==> src/rtl/multicycle_controller_main_fsm.sv <==
// Main sequencing FSM of the multicycle controller. Walks each instruction
// through fetch, decode, execute, memory and writeback. It drives the datapath
// enables and mux selects, and it owns the NZCV flags together with the
// condition check that gates every architectural write.
module multicycle_controller_main_fsm #(
  parameter bit ILLEGAL_TRAP = 1'b0
) (
  input  logic        CLK,
  input  logic        RST_N,
  input  logic [31:0] INSTRUCTION,
  input  logic [3:0]  ALU_FLAGS,
  output logic        PCWrite,
  output logic        IRWrite,
  output logic        RegWrite,
  output logic        MemWrite,
  output logic        AdrSrc,
  output logic [1:0]  ResultSrc,
  output logic        ALUSrcA,
  output logic [1:0]  ALUSrcB,
  output logic [1:0]  ALUControl,
  output logic        ILLEGAL,
  output logic        HALTED
);

  typedef enum logic [3:0] {
    FETCH, DECODE, MEMADR, MEMREAD, MEMWB, MEMWRITE,
    EXECUTER, EXECUTEI, ALUWB, BRANCH, HALT
  } state_t;

  state_t      state;
  state_t      next_state;
  logic [3:0]  flags;

  logic [3:0]  cond;
  logic [1:0]  op;
  logic        i_bit;
  logic [3:0]  cmd;
  logic        s_bit;
  logic        unused_bits;

  logic [1:0]  cmd_ctl;
  logic        cmd_known;
  logic        cond_ex;

  logic        next_pc_q;
  logic        ir_write_q;
  logic        reg_w_q;
  logic        mem_w_q;
  logic        br_q;
  logic        flag_w_q;
  logic        halted_q;

  assign cond        = INSTRUCTION[31:28];
  assign op          = INSTRUCTION[27:26];
  assign i_bit       = INSTRUCTION[25];
  assign cmd         = INSTRUCTION[24:21];
  assign s_bit       = INSTRUCTION[20];
  assign unused_bits = ^INSTRUCTION[19:0];

  // Map the data-processing command onto an ALU operation; unknown commands add and never write back
  always_comb begin
    cmd_ctl   = 2'b00;
    cmd_known = 1'b1;
    case (cmd)
      4'b0100: cmd_ctl = 2'b00;
      4'b0010: cmd_ctl = 2'b01;
      4'b1010: cmd_ctl = 2'b01;
      4'b0000: cmd_ctl = 2'b10;
      4'b1100: cmd_ctl = 2'b11;
      default: cmd_known = 1'b0;
    endcase
  end

  // Evaluate the condition field against the flags as they stood before this instruction
  always_comb begin
    cond_ex = 1'b0;
    case (cond)
      4'b0000: cond_ex = flags[2];
      4'b0001: cond_ex = ~flags[2];
      4'b0010: cond_ex = flags[1];
      4'b0011: cond_ex = ~flags[1];
      4'b0100: cond_ex = flags[3];
      4'b0101: cond_ex = ~flags[3];
      4'b0110: cond_ex = flags[0];
      4'b0111: cond_ex = ~flags[0];
      4'b1000: cond_ex = flags[1] & ~flags[2];
      4'b1001: cond_ex = ~flags[1] | flags[2];
      4'b1010: cond_ex = (flags[3] == flags[0]);
      4'b1011: cond_ex = (flags[3] != flags[0]);
      4'b1100: cond_ex = ~flags[2] & (flags[3] == flags[0]);
      4'b1101: cond_ex = flags[2] | (flags[3] != flags[0]);
      4'b1110: cond_ex = 1'b1;
      default: cond_ex = 1'b0;
    endcase
  end

  // Choose the successor state from the current state and the instruction fields
  always_comb begin
    next_state = FETCH;
    case (state)
      FETCH:    next_state = DECODE;
      DECODE: begin
        case (op)
          2'b00:   next_state = i_bit ? EXECUTEI : EXECUTER;
          2'b01:   next_state = MEMADR;
          2'b10:   next_state = BRANCH;
          default: next_state = ILLEGAL_TRAP ? HALT : FETCH;
        endcase
      end
      MEMADR:   next_state = s_bit ? MEMREAD : MEMWRITE;
      MEMREAD:  next_state = MEMWB;
      MEMWB:    next_state = FETCH;
      MEMWRITE: next_state = FETCH;
      EXECUTER, EXECUTEI: next_state = (cmd == 4'b1010) ? FETCH : ALUWB;
      ALUWB:    next_state = FETCH;
      BRANCH:   next_state = FETCH;
      HALT:     next_state = HALT;
      default:  next_state = FETCH;
    endcase
  end

  // Advance the state, capture flags at the end of execute, and register the outputs of the state being entered
  always_ff @(posedge CLK or negedge RST_N) begin
    if (!RST_N) begin
      state      <= FETCH;
      flags      <= 4'b0000;
      next_pc_q  <= 1'b1;
      ir_write_q <= 1'b1;
      reg_w_q    <= 1'b0;
      mem_w_q    <= 1'b0;
      br_q       <= 1'b0;
      flag_w_q   <= 1'b0;
      halted_q   <= 1'b0;
      AdrSrc     <= 1'b0;
      ResultSrc  <= 2'b10;
      ALUSrcA    <= 1'b1;
      ALUSrcB    <= 2'b10;
      ALUControl <= 2'b00;
    end else begin
      state <= next_state;
      if ((state == EXECUTER || state == EXECUTEI) && flag_w_q && cond_ex)
        flags <= ALU_FLAGS;

      next_pc_q  <= 1'b0;
      ir_write_q <= 1'b0;
      reg_w_q    <= 1'b0;
      mem_w_q    <= 1'b0;
      br_q       <= 1'b0;
      flag_w_q   <= 1'b0;
      halted_q   <= 1'b0;
      AdrSrc     <= 1'b0;
      ResultSrc  <= 2'b00;
      ALUSrcA    <= 1'b0;
      ALUSrcB    <= 2'b00;
      ALUControl <= 2'b00;
      case (next_state)
        FETCH: begin
          next_pc_q  <= 1'b1;
          ir_write_q <= 1'b1;
          ALUSrcA    <= 1'b1;
          ALUSrcB    <= 2'b10;
          ResultSrc  <= 2'b10;
        end
        DECODE: begin
          ALUSrcA   <= 1'b1;
          ALUSrcB   <= 2'b10;
          ResultSrc <= 2'b10;
        end
        EXECUTER: begin
          ALUControl <= cmd_ctl;
          flag_w_q   <= s_bit;
        end
        EXECUTEI: begin
          ALUSrcB    <= 2'b01;
          ALUControl <= cmd_ctl;
          flag_w_q   <= s_bit;
        end
        ALUWB:    reg_w_q <= cmd_known;
        MEMADR:   ALUSrcB <= 2'b01;
        MEMREAD:  AdrSrc  <= 1'b1;
        MEMWB: begin
          ResultSrc <= 2'b01;
          reg_w_q   <= 1'b1;
        end
        MEMWRITE: begin
          AdrSrc  <= 1'b1;
          mem_w_q <= 1'b1;
        end
        BRANCH: begin
          ALUSrcB   <= 2'b01;
          ResultSrc <= 2'b10;
          br_q      <= 1'b1;
        end
        HALT:     halted_q <= 1'b1;
        default:  halted_q <= 1'b0;
      endcase
    end
  end

  assign PCWrite  = RST_N & (next_pc_q | (br_q & cond_ex));
  assign IRWrite  = RST_N & ir_write_q;
  assign RegWrite = RST_N & reg_w_q & cond_ex;
  assign MemWrite = RST_N & mem_w_q & cond_ex;
  assign ILLEGAL  = (state == DECODE) && (op == 2'b11);
  assign HALTED   = halted_q;

endmodule
==> config.mk <==
export PLATFORM = sky130hd
export DESIGN_NAME = multicycle_controller_main_fsm
export DESIGN_NICKNAME = d
export VERILOG_FILES = /design/src/rtl/multicycle_controller_main_fsm.sv
export SDC_FILE = /design/constraint.sdc
export NUM_CORES = 1
export LEC_CHECK = 0
export ABC_CLOCK_PERIOD_IN_PS = 3100
export CORE_UTILIZATION = 42
export CTS_CLUSTER_SIZE = 28
export DETAILED_ROUTE_END_ITERATION = 7
export HOLD_SLACK_MARGIN = 0.12
export PLACE_DENSITY = 0.79
export SYNTH_ARGS = -nofsm -noshare
export SYNTH_HDL_FRONTEND = slang
export SYNTH_SLANG_ARGS = --single-unit
==> constraint.sdc <==
create_clock -name CLK -period 3.1 [get_ports CLK]
set_input_delay 0.775 -clock CLK [delete_from_list [all_inputs] [get_ports CLK]]
set_output_delay 0.775 -clock CLK [all_outputs]
set_load 0.01 [all_outputs]
==> results.md <==
- Run status: finished clean
- CP required: 2.32 ns
- Antenna cells: 0
- Buf/Inv on CP: 4
- Worst Tran Pin Value: 0.599 ns
- Core footprint: 2780 µm²
- Max H-tree Level: 1
- Peak Freq: 330 MHz
- Residual DRC: 0
- Initial Util: 44.9%
- Vias per cell: 5.59
- Area share of and/or/nand/nor cells after synthesis: 22.0%
- Compound-cell area share of the yosys netlist: 22.5%
- IO Count: 52
- Setup Buffers After CTS: 0
- Max Cap Viol: 0
- Routed length per placed instance: 13.1 µm
- Layout cell share with drive strength beyond 1: 22.2%
- Top cell type's share of synthesized area: 36.1%
- Inserted Clock Buffers: 3
- Cell taking the most area after synthesis: dfrtp_1
- Worst-skew pair later-pin latency: 0.31 ns
- Crit-path slowest cell: o32a_2
- Die X: 56.5 µm
- Crit path max-delay family: buffers and inverters
- Die area: 3200 µm²
- Worst-path maximum fanout: 11
- Adder-cell share of the synthesized area: 0%
- Vias in the first global route: 1036
- Clk pin slew, worst setup/hold paths: 0.11 ns
- Row count: 19
- Finished Cell Area: 1680 µm²
- Final Cycle Share: 97.8%
- Setup TNS: 0 ns
- Avg Synthesized Cell Area: 10.2 µm²
- Clk sinks: 22
- ANT nets after route: 0
- Root buffer cell: clkbuf_4
- Number of synthesized flops with an enable pin: 0
- Type of the worst setup path: input port to output port
- CTS tree: built
- Crit path DAT: 2.26 ns
- IR drop worst, VDD: 0.000498 V
- Worst path max stage delay: 0.38 ns
- Fillers: 238
- Endpoint type of the worst setup path: output port
- DPL Wire Length: 1990 µm
- Pre-Repair DR Iteration Count: 4
- Fin. Hold Viols: 0
- Skew final: 0.00362 ns
- Gp weighted congestion: 0.870
- Ys async rst share: 100%
- Via count: 1078
- Post-layout minimum cycle time: 3.03 ns
- Pwr Density: 598 nW/µm²
- Tot Pwr: 1.01 mW
- Slew HR: 59.9%
- Synth Area in XOR/XNOR: 4.61%
- Slew Limit Fails: 0
- All-Layer GR Usage: 17.4%
- Synth area leaders: dfrtp_1 36%, dfstp_2 8.4%, nor2_1 3.3%
- Synth warn: 0
- Grt total ovfl: 0
- Port Buffers: 31
- Area Overhead vs Synth: 34.8%
- P_leak: 0.723 nW
- Hold/Removal Path Class: register to register
- Main combinational cell family by area after synthesis: compound AO/OA/AOI/OAI gates
- Mapped Area: 1250 µm²
- Placed cell area: 1640 µm²
- Post-synth top flop: dfrtp_1
- Final WL: 2520 µm
- Worst path cell trace: dlygate4sd2_1 -> buf_6 -> nand2b_1 -> o32a_2 -> a21oi_2 -> buf_4 -> a21oi_4 -> nor2_2 -> buf_2
- Mux contribution to synthesized area: 0.902%
- First-pass GRT wire length: 4320 µm
- Largest net degree at the start of global routing: 14
- Syn Inst Count: 122
- Die Ht: 56.5 µm
- Post-synth cell types: 50
- CP Launch Type: input port
- Initial DRC Count: 35
- Nets: 201
- Flops & latches, synth: 22
- Seq/Total Area, Yosys: 44.5%
- Initial antenna violation count: 0
- CTS Buffer Depth: 2
- Syn Nets: 160
- # setup viols final: 0
==> per-stage QoR <==
stage	setup WS [ns]	hold WS, ns	cells	utilization [%]
4_1_cts	0.0339	0.657	193	60.4
6_report	0.0690	0.649	193	60.5
5_1_grt	-0.0138	0.681	193	60.5
3_3_place_gp	-0.611	0.628	189	58.8
2_1_floorplan	0.417	0.479	122	-
3_5_place_dp	-0.589	0.638	189	58.8
==> where the power goes <==
part           switching (mW)  leakage [nW]  total [mW]  internal (mW)
Sequential             0.0687         0.283       0.448          0.380
Clock                  0.0853        0.0210       0.157         0.0719
Combinational           0.188         0.419       0.400          0.212
==> synthesized netlist by cell type (4+ instances only) <==
cell type / n
nor2_1: 11
nand2b_1: 6
nand2_1: 6
o311ai_0: 4
o31ai_1: 4
dfstp_2: 4
buf_2: 4
inv_1: 6
nor3_1: 4
dfrtp_1: 18
==> area by class of cell <==
class / count / area, µm² / share of cell area [%]
multi-input combinational: 88 / 649 / 38.6
sequential: 22 / 556 / 33.0
tap: 31 / 38.8 / 2.30
timing repair buffer: 42 / 380 / 22.6
inverter: 6 / 22.5 / 1.34
clock buffer: 4 / 36.3 / 2.16
==> worst register-to-register path, delay by kind of cell (launching register included) <==
kind	cells	cell delay (ns)
AO/OA/AOI/OAI	4	0.72
XOR/XNOR	1	0.44
buffers and inverters	1	0.15
flip-flops	1	0.44
==> timing repair <==
action	CTS	global route
pin swaps	4	3
endpoints found under the setup margin	3	3
hold buffers	0	0
gates resized for setup	22	1
==> routing by layer <==
layer,vias up,GRT usage [%],wire length [µm]
li1,536,-,-
met1,517,20.2,1000
met2,20,30.4,1380
met3,5,3.00,90
met4,0,9.06,49
met5,-,0,0
==> sequential cells by signal, indices dropped and copies added (netlist names), 2 cells and up <==
name,flops
state,4
ALUSrcB,2
ALUControl,2
flags,4
ResultSrc,2
==> kinds of logic (layout without fill, tap and decap cells) <==
group           Yosys count  in the layout
compound gates           35             35
flops                    22             22
buf+inv                  12             52
mux                       1              1
simple gates             47             47
xor+xnor                  5              5
==> final timing paths <==
check                                     start           end  slack [ns]  cells past startpoint
worst min-delay path                   flags[1]      flags[1]        0.65                      2
max in group asynchronous                 RST_N  ResultSrc[1]        2.00                      2
min in group asynchronous                 RST_N       mem_w_q        0.89                      2
worst max register to register         flags[0]      flags[1]        1.22                      6
worst min register to register         flags[1]      flags[1]        0.65                      2
worst max-delay path            INSTRUCTION[28]      RegWrite        0.07                      9
==> cell usage in the layout, fill, tap and decap left out, drive strengths merged, types with 6 or more instances in the layout <==
master,synthesis,final
clkdlybuf4s50,0,24
dfrtp,18,18
buf,5,14
nor2,11,11
nand2b,6,6
inv,6,6
nand2,6,6
Note: power is estimated with default switching activity, not from simulation.
==> RTL edit, RTL diff (same flow settings) <==
Reset style: synchronous (`RST_N`), changed in one clocked block.
--- a/src/rtl/multicycle_controller_main_fsm.sv
+++ b/src/rtl/multicycle_controller_main_fsm.sv
@@ -121,5 +121,5 @@
 
   // Advance the state, capture flags at the end of execute, and register the outputs of the state being entered
-  always_ff @(posedge CLK or negedge RST_N) begin
+  always_ff @(posedge CLK) begin
     if (!RST_N) begin
       state      <= FETCH;
Function: differs if RST_N is asserted again (counterexample within 4 cycles, from zero or initial values and one cycle with RST_N low); with RST_N held inactive, the same outputs for 10 cycles.
==> RTL edit against the unedited design <==
Synthesized cell count grew 0.82%. Non-clock buffer count shrank 4. Worst setup slack lost 7.6 ps. Routed wire length shrank 4.8%. Final cell count shrank 1.0%. Final area shrank 8.5%. Sequential cell count is the same. Core utilization grew 2.2 points. Area after synthesis shrank 13%. Critical path type unchanged. Highest routed layer unchanged.
Power is not compared: it rests on default switching activity, and its combinational part moved more than twofold at a synthesized area within 25%.
==> RTL edit: results (changes against the unedited design) <==
** Cells and area
- NumNets Final :: 200 (-0.50%)
- Final standard cell count with taps included and fillers excluded :: 191 (-1.0%)
- Regs by FF count :: flags (4), state (4)
- The share of layout cells above drive strength 1 came to 0.168 (-0.0545).

** Global route
- The number of global-route vias before repair came to 941 (-9.2%).
- The overall routing resource usage is 0.190 (+0.0161).
- First-pass GRT wire length :: 3.85 mm (-11%)
- The largest net degree at the start of global routing was 14 (unchanged).

** Placed design
- The area after detailed placement is 1460 sq um (-11%).
- The worst setup slack after placement was -625 ps (-36.3 ps).
- Placer's final routability congestion estimate :: 0.869 (-0.10%)
- The final HPWL from detailed placement came to 1.79 mm (-9.6%).

** CTS
- Clock latency reported for the late side of the worst-skew pair :: 310 ps (about the same)

** Timing
- Worst clock skew :: 2.94 ps (-0.685 ps)
- Worst-case headroom to the max-slew limit :: 0.682 (+0.0836)

** Worst setup path
- Crit-path max FO :: 3 (-8)
- In this run the worst setup path begins at INSTRUCTION[30].
- Launch point of the worst reg-to-reg path :: state[0]$_SDFF_PN0_
- The worst path arrival time is 2260 ps (about the same).

** Logic synthesis
- Cells taking the most area after synthesis :: dfxtp_1, mux2i_1, nand2_1, nor2_1, xnor2_1
- Unique cell type count in the Yosys netlist :: 39 (-22%)
- Seq/Total Area, Yosys :: 0.407 (-0.0380)
- Counting instances in the post-synthesis netlist gives the leading cell types as dfxtp_1, nand2_1, nor2_1.
- Mean instance size in the synthesized netlist :: 8.80 sq um (-14%)
- The share of flip-flops with an asynchronous set or reset came to 0 (-1.00).
- The number of nets in the synthesized netlist was 161 (+0.63%).

** Routing
- The total wirelength of the detailed-routed design was 2.40 mm (-4.8%).
- Drt first-iter violations :: 24 (-31%)
- DR vias :: 1006 (-6.7%)

** Min path
- Worst hold path startpoint :: flags[2]$_SDFFE_PN0P_

** Outcome
- The flow ran to the end, and the final reports show no timing, DRC or antenna violations.

** Pwr
- For this design the static power due to leakage is 0.635 nW.
## RTL edit: cell types whose count changed after synthesis, sizes merged, moves of 3 or more
cell,unedited run,this run
a21oi,4,7
buf,5,1
dfrtp,18,0
dfstp,4,0
dfxtp,0,22
mux2i,0,6
nand2,6,15
o311ai,4,0
## RTL edit: cell families (layout without fill, tap and decap cells)
| kind of cell | after synthesis | count (layout) | synth area share |
|---|---|---|---|
| simple gates | 54 | 54 | 0.268 |
| compound gates | 23 | 23 | 0.150 |
| flops | 22 | 22 | 0.407 |
| buf+inv | 10 | 48 | 0.0358 |
| mux | 8 | 8 | 0.0763 |
| xor+xnor | 6 | 6 | 0.0624 |
## RTL edit: worst max-delay path: stages
cell and delay (ps):
dlygate4sd2_1 230, mux2i_1 240, mux2_4 340, o22ai_4 160
o21ai_2 90, and3_1 200, clkdlybuf4s15_1 230
## RTL edit: final cells by class
| type | instances | area (sq um) |
|---|---|---|
| timing repair buffer | 38 | 350 |
| tap | 30 | 37.5 |
| sequential | 22 | 440 |
| clock inverter | 1 | 30.0 |
| inverter | 6 | 22.5 |
| fill | 212 | 915 |
| multi-input combinational | 91 | 637 |
| clock buffer | 3 | 22.5 |
## RTL edit: worst paths after layout
| kind | end | slack [ps] | cells past startpoint |
|---|---|---|---|
| worst max-delay path | RegWrite | 60 | 7 |
| worst min-delay path | flags[2]$_SDFFE_PN0P_ | 510 | 2 |
| worst max register to register | ALUControl[1]$_SDFF_PN0_ | 1110 | 6 |
| worst min register to register | flags[2]$_SDFFE_PN0P_ | 510 | 2 |
## RTL edit: metal layers
layer / global-route usage / up-vias / wire (microns)
met5: 0 / - / 0
met4: 0.0658 / 0 / 31
met3: 0.0348 / 5 / 87
met2: 0.363 / 25 / 1300
met1: 0.205 / 471 / 984
li1: - / 505 / -
## RTL edit: repair_timing
action | 4_1_cts | 5_1_grt
endpoints found under the setup margin | 3 | 3
gates resized for setup | 13 | 7
setup buffers | 0 | 1
endpoints found under the hold margin | 0 | 0
pin swaps | 1 | 1
## RTL edit: power groups by stage
stage / combinational (mW) / sequential [mW] / clock, mW
after global placement: 0.123 / 0.309 / 0
after detailed placement: 0.126 / 0.309 / 0
after CTS: 0.127 / 0.303 / 0.224
final: 0.134 / 0.303 / 0.219
after global routing: 0.146 / 0.305 / 0.237
after floorplan: 0.0627 / 0.310 / 0
